[config.mk]
export PLATFORM = sky130hd
export DESIGN_NAME = fifo_wr_arb_flat
export DESIGN_NICKNAME = d
export VERILOG_FILES = /design/src/rtl/fifo_wr_arb_if.sv /design/src/rtl/fifo_wr_arb.sv /design/src/flat_wrapper.sv
export SDC_FILE = /design/constraint.sdc
export NUM_CORES = 1
export LEC_CHECK = 0
export CORE_MARGIN = 2
export CORE_UTILIZATION = 31
export CTS_CLUSTER_SIZE = 16
export DETAILED_ROUTE_END_ITERATION = 8
export GPL_TIMING_DRIVEN = 0
export PLACE_DENSITY = 0.93
export REMOVE_ABC_BUFFERS = 1
export SLEW_MARGIN = 25
export SYNTH_ARGS = -nofsm -noshare
export SYNTH_HDL_FRONTEND = slang
export SYNTH_SLANG_ARGS = --single-unit
[constraint.sdc]
create_clock -name clk -period 1.9 [get_ports clk]
set_input_delay 0.38 -clock clk [delete_from_list [all_inputs] [get_ports clk]]
set_output_delay 0.38 -clock clk [all_outputs]
set_load 0.01 [all_outputs]
[src/rtl/fifo_wr_arb_if.sv]
// Write-side bundle between the requesters/FIFO and the fifo_wr_arb arbiter.
// The slave modport is the arbiter's view; master is the requester/FIFO side.
interface fifo_wr_arb_if #(
  parameter int N_REQ      = 4,
  parameter int FIFO_WIDTH = 8
);
  logic [N_REQ-1:0]            req;
  logic [N_REQ*FIFO_WIDTH-1:0] din_bus;
  logic                        full;
  logic [N_REQ-1:0]            gnt;
  logic                        wr_en;
  logic [FIFO_WIDTH-1:0]       din;
  logic [2:0]                  owner;
  logic                        busy;

  modport master (
    output req, din_bus, full,
    input  gnt, wr_en, din, owner, busy
  );

  modport slave (
    input  req, din_bus, full,
    output gnt, wr_en, din, owner, busy
  );
endinterface

[src/rtl/fifo_wr_arb.sv]
// Round-robin burst arbiter feeding N_REQ requesters into one FIFO write port.
// Optional per-requester word counters are built when FIFO_WR_ARB_STATS_EN is defined.
module fifo_wr_arb #(
  parameter int N_REQ      = 4,
  parameter int FIFO_WIDTH = 8,
  parameter int BURST_LEN  = 4
) (
  input  logic                  clk,
  input  logic                  rst,
  fifo_wr_arb_if.slave          wr,
  output logic [N_REQ*16-1:0]   stat_cnt
);

  localparam int BEAT_W = $clog2(BURST_LEN + 1);

  typedef enum logic {
    IDLE  = 1'b0,
    BURST = 1'b1
  } state_t;

  state_t              state_q, state_d;
  logic [2:0]          owner_q, owner_d;
  logic [2:0]          last_owner_q, last_owner_d;
  logic [BEAT_W-1:0]   beat_q, beat_d;

  logic                found_hi, found_any;
  logic [2:0]          win_hi, win_any, winner;
  logic                owner_req;
  logic                accept;
  logic [N_REQ-1:0]    gnt_c;
  logic [FIFO_WIDTH-1:0] din_c;

  // Round-robin: lowest requester above last_owner, else wrap to lowest overall.
  always_comb begin
    found_hi  = 1'b0;
    found_any = 1'b0;
    win_hi    = '0;
    win_any   = '0;
    for (int unsigned i = 0; i < N_REQ; i++) begin
      if (wr.req[i]) begin
        if (!found_hi && (3'(i) > last_owner_q)) begin
          found_hi = 1'b1;
          win_hi   = 3'(i);
        end
        if (!found_any) begin
          found_any = 1'b1;
          win_any   = 3'(i);
        end
      end
    end
    winner = found_hi ? win_hi : win_any;
  end

  always_comb begin
    owner_req = 1'b0;
    din_c     = '0;
    for (int unsigned i = 0; i < N_REQ; i++) begin
      if (owner_q == 3'(i)) begin
        owner_req = wr.req[i];
        din_c     = wr.din_bus[i*FIFO_WIDTH +: FIFO_WIDTH];
      end
    end
  end

  always_comb begin
    state_d      = state_q;
    owner_d      = owner_q;
    last_owner_d = last_owner_q;
    beat_d       = beat_q;
    accept       = 1'b0;
    case (state_q)
      IDLE: begin
        if (|wr.req) begin
          owner_d      = winner;
          last_owner_d = winner;
          beat_d       = '0;
          state_d      = BURST;
        end
      end
      BURST: begin
        if (!owner_req) begin
          state_d = IDLE;
        end else if (!wr.full) begin
          accept = 1'b1;
          beat_d = beat_q + BEAT_W'(1);
          if (beat_q == BEAT_W'(BURST_LEN - 1)) begin
            state_d = IDLE;
          end
        end
      end
      default: state_d = IDLE;
    endcase
  end

  always_comb begin
    gnt_c = '0;
    for (int unsigned i = 0; i < N_REQ; i++) begin
      gnt_c[i] = accept && (owner_q == 3'(i));
    end
  end

  always_ff @(posedge clk or posedge rst) begin
    if (rst) begin
      state_q      <= IDLE;
      owner_q      <= '0;
      last_owner_q <= 3'(N_REQ - 1);
      beat_q       <= '0;
    end else begin
      state_q      <= state_d;
      owner_q      <= owner_d;
      last_owner_q <= last_owner_d;
      beat_q       <= beat_d;
    end
  end

  assign wr.wr_en = accept;
  assign wr.gnt   = gnt_c;
  assign wr.din   = din_c;
  assign wr.owner = owner_q;
  assign wr.busy  = (state_q == BURST);

`ifdef FIFO_WR_ARB_STATS_EN
  logic [N_REQ-1:0][15:0] stat_q, stat_d;

  always_comb begin
    stat_d = stat_q;
    for (int unsigned i = 0; i < N_REQ; i++) begin
      if (gnt_c[i] && (stat_q[i] != 16'hFFFF)) begin
        stat_d[i] = stat_q[i] + 16'd1;
      end
    end
  end

  always_ff @(posedge clk or posedge rst) begin
    if (rst) begin
      stat_q <= '0;
    end else begin
      stat_q <= stat_d;
    end
  end

  assign stat_cnt = stat_q;
`else
  assign stat_cnt = '0;
`endif

endmodule

[src/flat_wrapper.sv]
// flat-port wrapper written by rule: the top's interface ports become plain ports
module fifo_wr_arb_flat 
#(
  parameter int N_REQ      = 4,
  parameter int FIFO_WIDTH = 8,
  parameter int BURST_LEN  = 4
)
  (clk, rst, stat_cnt, wr_req, wr_din_bus, wr_full, wr_gnt, wr_wr_en, wr_din, wr_owner, wr_busy);
  fifo_wr_arb_if #(.N_REQ(N_REQ), .FIFO_WIDTH(FIFO_WIDTH)) wr_i ();
  input  logic clk;
  input  logic rst;
  output logic [N_REQ*16-1:0] stat_cnt;
  input wire logic [$bits(wr_i.req)-1:0] wr_req;
  input wire logic [$bits(wr_i.din_bus)-1:0] wr_din_bus;
  input wire logic [$bits(wr_i.full)-1:0] wr_full;
  output wire logic [$bits(wr_i.gnt)-1:0] wr_gnt;
  output wire logic [$bits(wr_i.wr_en)-1:0] wr_wr_en;
  output wire logic [$bits(wr_i.din)-1:0] wr_din;
  output wire logic [$bits(wr_i.owner)-1:0] wr_owner;
  output wire logic [$bits(wr_i.busy)-1:0] wr_busy;
  assign wr_i.req = wr_req;
  assign wr_i.din_bus = wr_din_bus;
  assign wr_i.full = wr_full;
  assign wr_gnt = wr_i.gnt;
  assign wr_wr_en = wr_i.wr_en;
  assign wr_din = wr_i.din;
  assign wr_owner = wr_i.owner;
  assign wr_busy = wr_i.busy;
  fifo_wr_arb #(.N_REQ(N_REQ), .FIFO_WIDTH(FIFO_WIDTH), .BURST_LEN(BURST_LEN)) u_core (.clk(clk), .rst(rst), .wr(wr_i), .stat_cnt(stat_cnt));
endmodule
* Yosys cells after proc, flatten, opt, wreduce, memory -nomap -nowiden
Index checks and enable logic that the tools add are counted.
** Word-level totals
- Output and inout bits :: 81
- Logic and storage cells :: 75
- Register bits :: 10
** Cells by class
- Mux-type cells :: 44
- Bitwise operators :: 1
- Order comparisons :: 4
- Reductions and logical operators :: 14
- $add $sub $neg :: 1
- Equality and inequality tests :: 7
** Operators with widths (count)
- 3-bit 2-to-1 mux :: 14
- 8-bit 2-to-1 mux :: 4
- 1-bit 2-to-1 mux :: 24
- 3-bit by 2-bit == test with 1-bit output (second input constant) :: 3
- 1-bit logical AND :: 7
- 1-bit by 3-bit > comparator with 1-bit output (first input constant) :: 2
- 2-bit by 3-bit > comparator with 1-bit output (first input constant) :: 2
- 3-bit case mux with 2 select lines :: 1
- 2-bit != test (second input constant) :: 2
- 4-bit OR reduction :: 1
- 3-bit by 1-bit adder with 3-bit output (second input constant) :: 1
- 3-bit by 1-bit == test with 1-bit output (second input constant) :: 1
- 1-bit logical NOT :: 3
- 3-bit logical NOT :: 1
- 3-bit AND reduction :: 1
- 2-bit by 1-bit != test with 1-bit output (second input constant) :: 1
- 1-bit case mux with 2 select lines :: 1
- 2-bit AND reduction :: 1
- 1-bit NOT :: 1

* Depth between registers and ports, before layout
Gate-level depths: netlist of run 1.
- Word-level depth :: 16
- Mapped depth :: 4
- Gate-level depth less buffers :: 4

* Worst setup path before layout of run 1
OpenSTA, ideal clock, no wires.
- Path kind :: reg-to-output
- Start point :: reg u_core.owner_q[0] (netlist: u_core.wr.owner[0])
- End point :: out wr_din[2]
- Path slack :: 0.134 ns
- Data arrival time :: 1.386 ns
- Cell stages (with the launch flop) :: 4
- Buffers on the path :: 2
- Path through :: dfrtp_1 > buf_2 > buf_2 > mux4_2
** On the way
- Word-level cells in the longest chain between the ends :: 5
** Ends and longest elaborated chain
- from (decl) :: RTL line fifo_wr_arb.sv:22 : logic [2:0] owner_q, owner_d;
- from (signal assigned) :: RTL line fifo_wr_arb.sv:110 : owner_q <= owner_d;
- 3-bit logical NOT :: RTL line fifo_wr_arb.sv:58 : if (owner_q == 3'(i)) begin
- 8-bit 2-to-1 mux (3 in a row) :: RTL line fifo_wr_arb.sv:58
- 8-bit 2-to-1 mux (*) :: RTL line fifo_wr_arb.sv:58
- to (decl) :: RTL line flat_wrapper.sv:18 : output wire logic [$bits(wr_i.din)-1:0] wr_din;
Mark *: on every way between the ends. The rest lies on a longest branch, timed or not.

* Worst setup path after layout of run 1
- Start point :: reg u_core.owner_q[0] (netlist: u_core.wr.owner[0])
- End point :: out wr_gnt[3]
** On the way
- Word-level cells in the longest chain between the ends :: 8
** Ends and longest elaborated chain
- 3-bit logical NOT :: RTL line fifo_wr_arb.sv:58
- 1-bit 2-to-1 mux (4 in a row) :: RTL line fifo_wr_arb.sv:58
- 1-bit 2-to-1 mux :: RTL line fifo_wr_arb.sv:81 : if (!owner_req) begin
- 1-bit 2-to-1 mux :: RTL line fifo_wr_arb.sv:71 : case (state_q)
- 1-bit logical AND (*) :: RTL line fifo_wr_arb.sv:98 : gnt_c[i] = accept && (owner_q == 3'(i));
- to (decl) :: RTL line flat_wrapper.sv:16 : output wire logic [$bits(wr_i.gnt)-1:0] wr_gnt;
Marked as above.

==> impl_metrics.toml, run 1 <==
[worst_setup_path]
reg2reg_slack_ps = 340
worstReg2RegEnd = "u_core.beat_q[1]$_DFFE_PP0P_"
reg2reg_depth = 6
r2r-start = "u_core.wr.owner[0]$_DFFE_PP0P_"
cp.required_ps = 1520
crit_type = "flip-flop to primary output"
cp.arrival_ps = 1540
cp-start-kind = "flip-flop"
path_max_fanout = 6
critPathCaptureType = "primary output"

[detailed_routing]
vias_per_cell = 4.15
num_vias = 1034
drt-total-wl_microns = 3060
drc = 0
ant_nets = 0
drt_iter0_drc = 23
firstDrtPassIters = 4
wl_per_cell_microns = 12.3

[global_routing]
grt_antenna_before_repair = 0
grt_usage_pct = 11.2
grt_max_degree = 15
grt_overflow = 0
grt_first_pass_wirelength_microns = 3950
grt_pass1_vias = 874

[timing]
fin_crit_sh_pct = 101
setup_viol = 4
final_hold_viol_count = 0
max_freq_mhz = 521
layout_setup_ws_ps = -20.5
rsz0062_at_grt = "true"
layout_min_cycle_time_ps = 1920
fin_hold_ws_ps = 401
finalClockSkew_ps = 4.86
slew_violations = 0

[yosys]
synth-main-ff-cell = "dfrtp_1"
syn_inst = 134
ys_top_cells_by_count = "65 x buf_4, 8 x mux4_2, 7 x o21ai_0"
syn_area_sq_um = 1260
ys_seq_area_share_pct = 16.1
post_synth.cell_area_avg_sq_um = 9.42
synth_cell_type_count = 32
synthArstFlopShare_pct = 100
yosysWarnings = 0
yosys.area.top_type_share_pct = 38.7
ys_ff_latch = 8
synth.most_common_cell = "buf_4"
synth_top_area_cell = "buf_4"
ys_top_cells_by_area = "buf_4 39%, mux4_2 14%, dfrtp_1 12%"
synth_edf_count = 0

[die]
dieArea_sq_um = 4600
num_rows = 23
initial_core_util_pct = 31.8
die-height_microns = 67.8
core_sq_um = 3970
fp.dieW_microns = 67.8
io-pin-count = 120

[cells_and_area]
fill_cells = 387
area_delta_synth_final_pct = 40.2
final_util_pct = 44.6
n_antenna_cell = 0
finalInstanceArea_sq_um = 1770
drive_gt1_share_pct = 25.6
nNetsFinal = 241

[clock_tree]
max-clock-path-buffers = 2
cts_made_buffers = 3
root_buffer = "clkbuf_8"
clk_pin_slew_worst_paths_ps = 40
clock_latency_ps = 220
cts_tree = "built"
cts_max_level = 1
cts.sinks = 8

[run]
maxCapViolCount = 0

[place]
placed_area_sq_um = 1600
gp_congestion = 0.717
hpwl_microns = 2310
io_buffers = 54
place_ws_ps = -622

[outcome]
violations = "negative setup slack"
status = "finished with violations"

[power_and_ir_drop]
peakVddDrop_mv = 0.399
p_leak_nw = 0.805
power-per-cell-area_nw_per_um2 = 1100
p_total_w = 0.00195

[hold_path]
hp-class = "input port to asynchronous set/reset pin"
## cell families (layout without fill, tap and decap cells)
group                      Yosys count  after routing  synth area share (%)
muxes                               14             14                  19.3
other                                1             65                 0.297
buffers and inverters               74             75                  41.6
and+or+nand+nor                     16             16                  9.71
AOI/OAI and AO/OA                   19             19                  11.0
DFF                                  8              8                  16.1
adders and majority gates            2              2                  1.98
## metrics by stage
| stage | std cells | setup TNS [ps] |
|---|---|---|
| 2_1_floorplan | 129 | 0 |
| 3_3_place_gp | 233 | -5840 |
| 3_5_place_dp | 233 | -6060 |
| 4_1_cts | 246 | -60.8 |
| 5_1_grt | 249 | -320 |
| 6_report | 249 | -52.5 |
## how the worst max path moves through the flow
stage                            to  cells after the start  slack [ps]                      startpoint
after floorplan           wr_gnt[1]                      2         100  u_core.wr.owner[0]$_DFFE_PP0P_
after global placement     wr_wr_en                      4        -580                       wr_req[1]
after detailed placement   wr_wr_en                      4        -620                       wr_req[1]
after CTS                  wr_wr_en                      5         -30  u_core.wr.owner[0]$_DFFE_PP0P_
after global routing      wr_gnt[3]                      4        -100  u_core.wr.owner[0]$_DFFE_PP0P_
final                     wr_gnt[3]                      4         -20  u_core.wr.owner[0]$_DFFE_PP0P_
## repair_timing
action | in CTS | in global routing
setup endpoints to repair | 15 | 10
buffers inserted | 9 | 3
pin swaps | 3 | 2
resized for setup | 58 | 12
hold buffers | 0 | 0
## cells in the final DEF (no fill, tap or decap), drive strengths merged, types with 3 or more instances in the layout
| cell type | Yosys | final |
|---|---|---|
| buf | 68 | 20 |
| clkbuf | 1 | 7 |
| clkdlybuf4s50 | 0 | 36 |
| conb | 1 | 65 |
| dfrtp | 6 | 6 |
| dlygate4sd2 | 0 | 5 |
| inv | 5 | 5 |
| mux2i | 6 | 6 |
| mux4 | 8 | 8 |
| nor2b | 3 | 3 |
| o21ai | 7 | 7 |
## flip-flops by register name, summed over array words and instances, names as in the netlist
signal and flops:
u_core.beat_q 3, u_core.wr.busy 1, u_core.last_owner_q 2, u_core.wr.owner 2
## layout make-up
cell class | count | area (sq um) | area share, %
tap | 50 | 62.6 | 3.53
multi-input combinational | 116 | 811 | 45.8
inverter | 5 | 18.8 | 1.06
timing repair buffer | 66 | 624 | 35.3
clock buffer | 4 | 45.0 | 2.54
sequential | 8 | 209 | 11.8
## routing by layer
| layer | GRT usage, % | vias to the layer above | wire (microns) |
|---|---|---|---|
| li1 | - | 469 | - |
| met1 | 10.6 | 493 | 892 |
| met2 | 23.2 | 70 | 1750 |
| met3 | 3.62 | 2 | 407 |
| met4 | 2.25 | 0 | 4 |
| met5 | 0 | - | 0 |
## report_power, final
| part | internal [W] | switching (W) | total, W |
|---|---|---|---|
| clock network | 0.000145 | 0.0000597 | 0.000204 |
| logic | 0.000793 | 0.000574 | 0.00137 |
| registers | 0.000276 | 0.000102 | 0.000378 |
## critical path: stages, from the launching register on
cell,delay [ps]
dfrtp_4,490
buf_8,150
mux2i_4,210
nor3b_2,220
clkdlybuf4s15_2,250
(Power assumes the default switching activity.)
==> inputs of run 2 (changes only) <==
--- a/config.mk
+++ b/config.mk
@@ -6,11 +6,11 @@
 export NUM_CORES = 1
 export LEC_CHECK = 0
 export CORE_MARGIN = 2
-export CORE_UTILIZATION = 31
+export CORE_UTILIZATION = 28
 export CTS_CLUSTER_SIZE = 16
 export DETAILED_ROUTE_END_ITERATION = 8
 export GPL_TIMING_DRIVEN = 0
-export PLACE_DENSITY = 0.93
+export PLACE_DENSITY = 0.89
 export REMOVE_ABC_BUFFERS = 1
 export SLEW_MARGIN = 25
 export SYNTH_ARGS = -nofsm -noshare
==> constraint.sdc (replaced) <==
create_clock -name clk -period 1.7 [get_ports clk]
set_input_delay 0.34 -clock clk [delete_from_list [all_inputs] [get_ports clk]]
set_output_delay 0.34 -clock clk [all_outputs]
set_load 0.01 [all_outputs]
==> run 2 against run 1 <==
Net effect: the flow still finishes with violations (negative setup slack); total power is 6.5% higher; core utilization is 4.7 points lower; global-route usage is 0.22 points lower; non-clock buffer count is 1 higher; combinational power is 5% higher; critical endpoint is now wr_wr_en; largest cell class unchanged.
==> impl_metrics.toml, run 2 (synthesis gave the netlist of run 1 again) <==
[die]
dieArea_sq_um = 5060
initial_core_util_pct = 29.0
core_sq_um = 4350
die-height_microns = 71.1
io-pin-count = 120
fp.dieW_microns = 71.1
num_rows = 24

[worst_setup_path]
cp.arrival_ps = 1510
crit_type = "flip-flop to primary output"
path_cells = "buf_6, buf_6, mux2i_4, o22ai_4, buf_6"
critPathMaxStageDelay_ps = 500
cp.required_ps = 1360
path_max_fanout = 4
cp-start-kind = "flip-flop"
crit_top_cell = "buf_6"
critPathCaptureType = "primary output"
cpMaxStageDelayCell = "dfrtp_4"

[detailed_routing]
num_vias = 1053
drt-total-wl_microns = 2980
drt_iter0_drc = 42
ant_nets = 0
firstDrtPassIters = 3
drc = 0
vias_per_cell = 4.18
wl_per_cell_microns = 11.8

[place]
placed_area_sq_um = 1600
gp_congestion = 0.892
hpwl_microns = 2310
io_buffers = 54

[clock_tree]
cts_tree = "built"
root_buffer = "clkbuf_8"
clock_latency_ps = 230
clk_pin_slew_worst_paths_ps = 40
postCtsHoldBufs = 0
cts_max_level = 1
max-clock-path-buffers = 2
cts.sinks = 8
cts_made_buffers = 3

[cells_and_area]
top_register = "u_core.beat_q"
area_delta_synth_final_pct = 37.6
final_util_pct = 39.9
largest_reg_flops = 3
final_cell_mix = "65 x conb_1, 36 x clkdlybuf4s50_1, 10 x buf_2"
drive_gt1_share_pct = 25.0
final_common_cell = "conb_1"
finalInstanceArea_sq_um = 1740
nNetsFinal = 242
n_antenna_cell = 0

[timing]
max_freq_mhz = 540
fin_crit_sh_pct = 109
slew_violations = 0
layout_min_cycle_time_ps = 1850
final_hold_viol_count = 0
rsz0062_at_grt = "true"
setup_viol = 12
finalClockSkew_ps = 1.69
fin_hold_ws_ps = 358
layout_setup_ws_ps = -151

[global_routing]
grt_usage_pct = 11.0
grt_max_degree = 13
grt_antenna_before_repair = 0
grt_first_pass_wirelength_microns = 4350
grt_overflow = 0
grt_pass1_vias = 959

[hold_path]
hp-class = "input port to asynchronous set/reset pin"

[run]
maxCapViolCount = 0

[power_and_ir_drop]
power-per-cell-area_nw_per_um2 = 1200
peakVddDrop_mv = 0.367
p_leak_nw = 0.794

[outcome]
status = "finished with violations"
violations = "negative setup slack"
[run 2: what timing repair did]
action,CTS,global route
buffers inserted,12,1
pin swaps,4,0
setup endpoints to repair,20,15
gates resized for setup,71,2
[run 2: layout make-up]
class                      instances  area (sq um)
multi-input combinational        116           797
tap                               52          65.1
sequential                         8           209
timing repair buffer              67           602
fill                             449          2620
inverter                           5          18.8
clock buffer                       4          45.0
[run 2: routing by layer]
metal	track usage, %	wire [microns]	vias up
li1	-	-	469
met3	5.41	362	9
met1	9.75	903	500
met5	0	0	-
met4	4.61	87	0
met2	20.8	1630	75
[run 2: critical path, delay by kind of cell (launching register included)]
kind / cells / cell delay, ps
flip-flops: 1 / 500
buffers and inverters: 3 / 380
multiplexers: 1 / 200
AO/OA/AOI/OAI: 1 / 200
[run 2: power breakdown]
group / switching (W) / internal, W / total (W)
Combinational: 0.000638 / 0.000799 / 0.00144
Sequential: 0.0000837 / 0.000307 / 0.000391
Clock: 0.0000843 / 0.000163 / 0.000248
Total: 0.000806 / 0.00127 / 0.00208
[run 2: through the flow]
stage               setup TNS, ps  instances  total power, W  worst slack (ps)
global placement            -8540        235         0.00161              -736
detailed placement          -9010        235         0.00164              -749
finish                      -1060        252         0.00208              -151
global route                -1650        252         0.00222              -206
floorplan                    -195        129         0.00112             -55.6
CTS                         -1200        251         0.00208              -167
[run 2: final timing paths]
check	slack, ps	to	cells past startpoint	from
worst min register to register	480	u_core.beat_q[0]$_DFFE_PP0P_	1	u_core.beat_q[0]$_DFFE_PP0P_
worst max register to register	110	u_core.beat_q[2]$_DFFE_PP0P_	6	u_core.wr.owner[0]$_DFFE_PP0P_
min in group clk	480	u_core.beat_q[0]$_DFFE_PP0P_	1	u_core.beat_q[0]$_DFFE_PP0P_
worst min-delay path	360	u_core.beat_q[1]$_DFFE_PP0P_	2	rst
max in group asynchronous	1050	u_core.last_owner_q[0]$_DFFE_PP1P_	2	rst
worst max-delay path	-150	wr_wr_en	5	u_core.wr.owner[0]$_DFFE_PP0P_
==> RTL edit 1 (config.mk and constraints of run 1) <==
`FIFO_WIDTH` is set to 8 in 3 places; all go to 6.
--- a/src/rtl/fifo_wr_arb_if.sv
+++ b/src/rtl/fifo_wr_arb_if.sv
@@ -2,7 +2,7 @@
 // The slave modport is the arbiter's view; master is the requester/FIFO side.
 interface fifo_wr_arb_if #(
   parameter int N_REQ      = 4,
-  parameter int FIFO_WIDTH = 8
+  parameter int FIFO_WIDTH = 6
 );
   logic [N_REQ-1:0]            req;
   logic [N_REQ*FIFO_WIDTH-1:0] din_bus;
--- a/src/rtl/fifo_wr_arb.sv
+++ b/src/rtl/fifo_wr_arb.sv
@@ -2,7 +2,7 @@
 // Optional per-requester word counters are built when FIFO_WR_ARB_STATS_EN is defined.
 module fifo_wr_arb #(
   parameter int N_REQ      = 4,
-  parameter int FIFO_WIDTH = 8,
+  parameter int FIFO_WIDTH = 6,
   parameter int BURST_LEN  = 4
 ) (
   input  logic                  clk,
--- a/src/flat_wrapper.sv
+++ b/src/flat_wrapper.sv
@@ -2,7 +2,7 @@
 module fifo_wr_arb_flat 
 #(
   parameter int N_REQ      = 4,
-  parameter int FIFO_WIDTH = 8,
+  parameter int FIFO_WIDTH = 6,
   parameter int BURST_LEN  = 4
 )
   (clk, rst, stat_cnt, wr_req, wr_din_bus, wr_full, wr_gnt, wr_wr_en, wr_din, wr_owner, wr_busy);
Ports: changed (resized wr_din and wr_din_bus); port bits go from 120 to 110. The function was not compared with the original's and may differ.
==> RTL edit 1 against run 1 <==
First-iteration DRC count fell by 48%. Sequential cell count did not move. Synthesized area fell by 1.6%. Clock skew fell by 0.0040 ns. Cell count fell by 6.8%. Wire length fell by 21%. Critical path type unchanged. Total power fell by 19%. Via count fell by 11%. Largest power group unchanged. Design area fell by 12%. Setup slack improved by 0.046 ns.
==> RTL edit 1: results (changes against run 1) <==
initial antenna violation count 0 (unchanged); post-CTS setup repair buffer count 5 (-4); Port Buffers 44 (-19%); Commonest cells post-synth buf_4, o21ai_0, dfrtp_1, mux4_1; largest register by flop count u_core.beat_q; flop2flop setup slack 0.35 ns; Bufs on Longest Clock Path 2 (unchanged); Diodes inserted 0 (unchanged); placed insts 221 (-5.2%); crit end category output pin; FFs w/ async S/R, synth 100% (unchanged); GPL Wtd Cong 0.756 (+5.4%); slowest cell on the critical path dfrtp_2; Synth Register Bits 8 (unchanged); Critical R2R Launch u_core.wr.owner[0]; Avg Inst Size Synth 9.48 µm² (+0.67%); CTS HTree Levels 1 (unchanged); Seq/Total Area, Yosys 16.3% (+0.26 points); total number of vias 918 (-11%); period utilization 98.7% (-2.4 points); dpl cell area 1470 µm² (-7.8%); Unique masters post-synth 31 (-3.1%); layout cells sized above 1 18.1% (-7.5 points); final setup skew 0.000844 ns (-0.00401 ns); CTS Hold Bufs 0 (unchanged); CP delay by family, top buffers and inverters; DRT iter0 DRCs 12 (-48%); Worst-path clk slew 0.04 ns (about the same); total global-route track usage 9.49% (-1.7 points); worst hold slack 0.411 ns (+0.0105 ns); dpl hpwl 1920 µm (-17%); r2r endpoint u_core.beat_q[0]; max reg flops 3 (unchanged); Crit. Startpoint u_core.wr.owner[0]; Arrival @ worst endpoint 1.49 ns (-0.05 ns); ys flop type dfrtp_1; run status finished, final reports clean; clock root cell clkbuf_8; first-pass GRT wire length 3260 µm (-18%); clock buffer count from CTS 3 (unchanged); vias in the first global route 741 (-15%); Critical Path Max Stage Delay 0.39 ns (-0.10 ns); pre-CTS setup slack -0.609 ns (+0.0134 ns); ranking of synthesized cells by area buf_4, mux4_1, dfrtp_1; Worst R2R Path Depth 6 (unchanged); worst-path maximum fanout 5 (-1); Worst Hold Class in -> async; Post-Route WL 2410 µm (-21%); CP endpoint wr_gnt[1]; maximum VDD drop 313 µV (-22%); DRT Pass-1 Iters 2 (-2); post-CTS resize count 46 (-21%); pin count of the biggest net entering global routing 15 (unchanged); final-layout fill cell count 404 (+4.4%); Leak Pwr 0.748 nW (-7.1%); per-cell routed wire length 10.4 µm (-16%)
[RTL edit 1: cell type report]
| type | instances | area [µm²] | area share (%) |
|---|---|---|---|
| timing repair buffer | 52 | 454 | 29.1 |
| multi-input combinational | 114 | 776 | 49.8 |
| inverter | 5 | 18.8 | 1.20 |
| tap | 50 | 62.6 | 4.01 |
| sequential | 8 | 206 | 13.2 |
| clock buffer | 3 | 41.3 | 2.65 |
[RTL edit 1: cells by family after synthesis]
group	synth area share, %
DFF	16.3
and+or+nand+nor	9.67
AOI/OAI and AO/OA	11.2
buffers and inverters	42.7
muxes	17.8
adders and majority gates	2.01
other	0.302
[RTL edit 1: metal layers]
metal,routed length [µm],vias up,GRT usage [%]
li1,-,432,-
met1,801,418,9.32
met2,1200,68,17.6
met3,408,0,5.33
met4,0,0,1.53
met5,0,-,0
[RTL edit 1: power breakdown]
part	switching [mW]	internal [mW]
clock	0.0603	0.137
sequential	0.0689	0.270
combinational	0.485	0.556
==> RTL edit 2 (config.mk and constraints of run 1) <==
Without the edit above. The option `FIFO_WR_ARB_STATS_EN` is turned on by a define.
--- a/src/rtl/fifo_wr_arb.sv
+++ b/src/rtl/fifo_wr_arb.sv
@@ -1,5 +1,7 @@
 // Round-robin burst arbiter feeding N_REQ requesters into one FIFO write port.
 // Optional per-requester word counters are built when FIFO_WR_ARB_STATS_EN is defined.
+`define FIFO_WR_ARB_STATS_EN
+
 module fifo_wr_arb #(
   parameter int N_REQ      = 4,
   parameter int FIFO_WIDTH = 8,
Formal check against the unedited RTL: not equivalent (Yosys sat finds a counterexample within 4 cycles, from zero or initial values and one cycle with rst high).
==> RTL edit 2 against run 1 <==
Design area grew to 3.5 times the old value. Sequential cell count grew 64. Clock skew grew 0.0015 ns. Register-to-register slack lost 0.58 ns. Wire length grew to 3.7 times the old value. Setup slack lost 0.22 ns. First-iteration DRC count grew to 8.0 times the old value. The flow still finishes with violations (negative setup slack). Synthesized area grew to 3.0 times the old value. Critical path type is now reg -> reg. Worst hold slack lost 0.018 ns. Critical endpoint is now u_core.stat_cnt[31]. Largest power group unchanged. Total power grew to 3.1 times the old value.
==> RTL edit 2: results (changes against run 1) <==
run status complete, but fails checks; failing checks negative setup slack; post-CTS resize count 109 (+88%); Port Buffers 118 (+120%); met2 WL post-DR 6070 µm (+250%); pre-CTS setup slack -1.03 ns (-0.412 ns); setup_tns -2.67 ns (-2.61 ns); final-layout fill cell count 1036 (+170%); slowest cell on the critical path dfrtp_2; dpl cell area 5230 µm² (+230%); Critical Path Max Stage Delay 0.41 ns (-0.08 ns); post-synthesis cell count 374 (+180%); CP delay by family, top simple AND/OR/NAND/NOR gates; worst-path maximum fanout 3 (-3); clock buffer count from CTS 9 (+6); worst skew pair latency 0.34 ns (+0.12 ns); GPL Wtd Cong 0.841 (+17%); max reg flops 64 (+61); pin count of the biggest net entering global routing 45 (+30); post-synth top area cell dfrtp_1; clock root cell clkbuf_16; GR Layer Usage met1 19.9% (+9.3 points); post-synthesis mux area share 8.71% (-11 points); Post-Route WL 11400 µm (+270%); vias in the first global route 3433 (+290%); M2 GR Usage 27.9% (+4.7 points); Final WS setup -0.236 ns (-0.216 ns); DRT Pass-1 Iters 5 (+1); placed insts 655 (+180%); Leak Pwr 2.63 nW (+230%); met3 WL post-DR 627 µm (+54%); post-CTS setup repair buffer count 23 (+14); Avg Vias per Cell 5.12 (+23%); worst hold slack 0.383 ns (-0.0177 ns); Worst-path clk slew 0.06 ns (+0.02 ns); Unique masters post-synth 56 (+75%); dpl hpwl 7310 µm (+220%); xor/xnor cell area share of the yosys netlist 10.2% (+10 points); DRT iter0 DRCs 185 (+700%); Layout Nets 578 (+140%); Synth Area in Adders 1.95% (-0.032 points); Finished Layout Cells 706 (+180%); total global-route track usage 16.3% (+5.1 points); first-pass GRT wire length 17100 µm (+330%); Arrival @ worst endpoint 2.36 ns (+0.82 ns); wire length on met1 4480 µm (+400%); Synth Area in Compound Gates 7.12% (-3.9 points); CTS HTree Levels 3 (+2); final setup fails 24 (+20)
RTL edit 2: cell types whose count changed after synthesis, moves of 6 or more:
| cell | change |
|---|---|
| dfrtp_1 | +64 |
| buf_4 | -63 |
| nand3_1 | +37 |
| nor2_1 | +34 |
| nand2_1 | +32 |
| xor2_1 | +27 |
| xnor2_1 | +18 |
| nor3_1 | +14 |
| nand4_1 | +12 |
| inv_1 | +8 |
| mux2_2 | +8 |
| a31oi_1 | +7 |
| and3_1 | +7 |
| a21oi_1 | +6 |
RTL edit 2: report_power, final:
part,internal (mW),switching (mW),total [mW]
sequential,1.77,0.296,2.07
combinational,1.35,0.970,2.32
clock,1.01,0.660,1.67
total,4.14,1.93,6.06
RTL edit 2: logic make-up after synthesis:
logic type / Yosys count
AO/OA/AOI/OAI: 40
XOR/XNOR: 45
adder cells (fa/ha/maj): 6
buffers and inverters: 19
flip-flops: 72
multiplexers: 21
other: 1
AND/OR/NAND/NOR: 170
RTL edit 2: path summary, 6_finish.rpt:
kind	startpoint	end	slack [ns]	cells after the start
max in group asynchronous	rst	u_core.last_owner_q[0]	0.92	3
min in group clk	u_core.stat_cnt[41]	u_core.stat_cnt[41]	0.50	1
max	u_core.wr.owner[1]	u_core.stat_cnt[31]	-0.24	5
min	rst	u_core.stat_cnt[14]	0.38	2
min reg2reg	u_core.stat_cnt[41]	u_core.stat_cnt[41]	0.50	1
max reg2reg	u_core.wr.owner[1]	u_core.stat_cnt[31]	-0.24	5
RTL edit 2: layout make-up:
class	count	area (µm²)	area share (%)
clock buffer	10	229	3.74
clock inverter	6	60.1	0.981
inverter	13	56.3	0.920
multi-input combinational	283	2240	36.6
sequential	72	1810	29.6
tap	168	210	3.43
timing repair buffer	154	1510	24.7
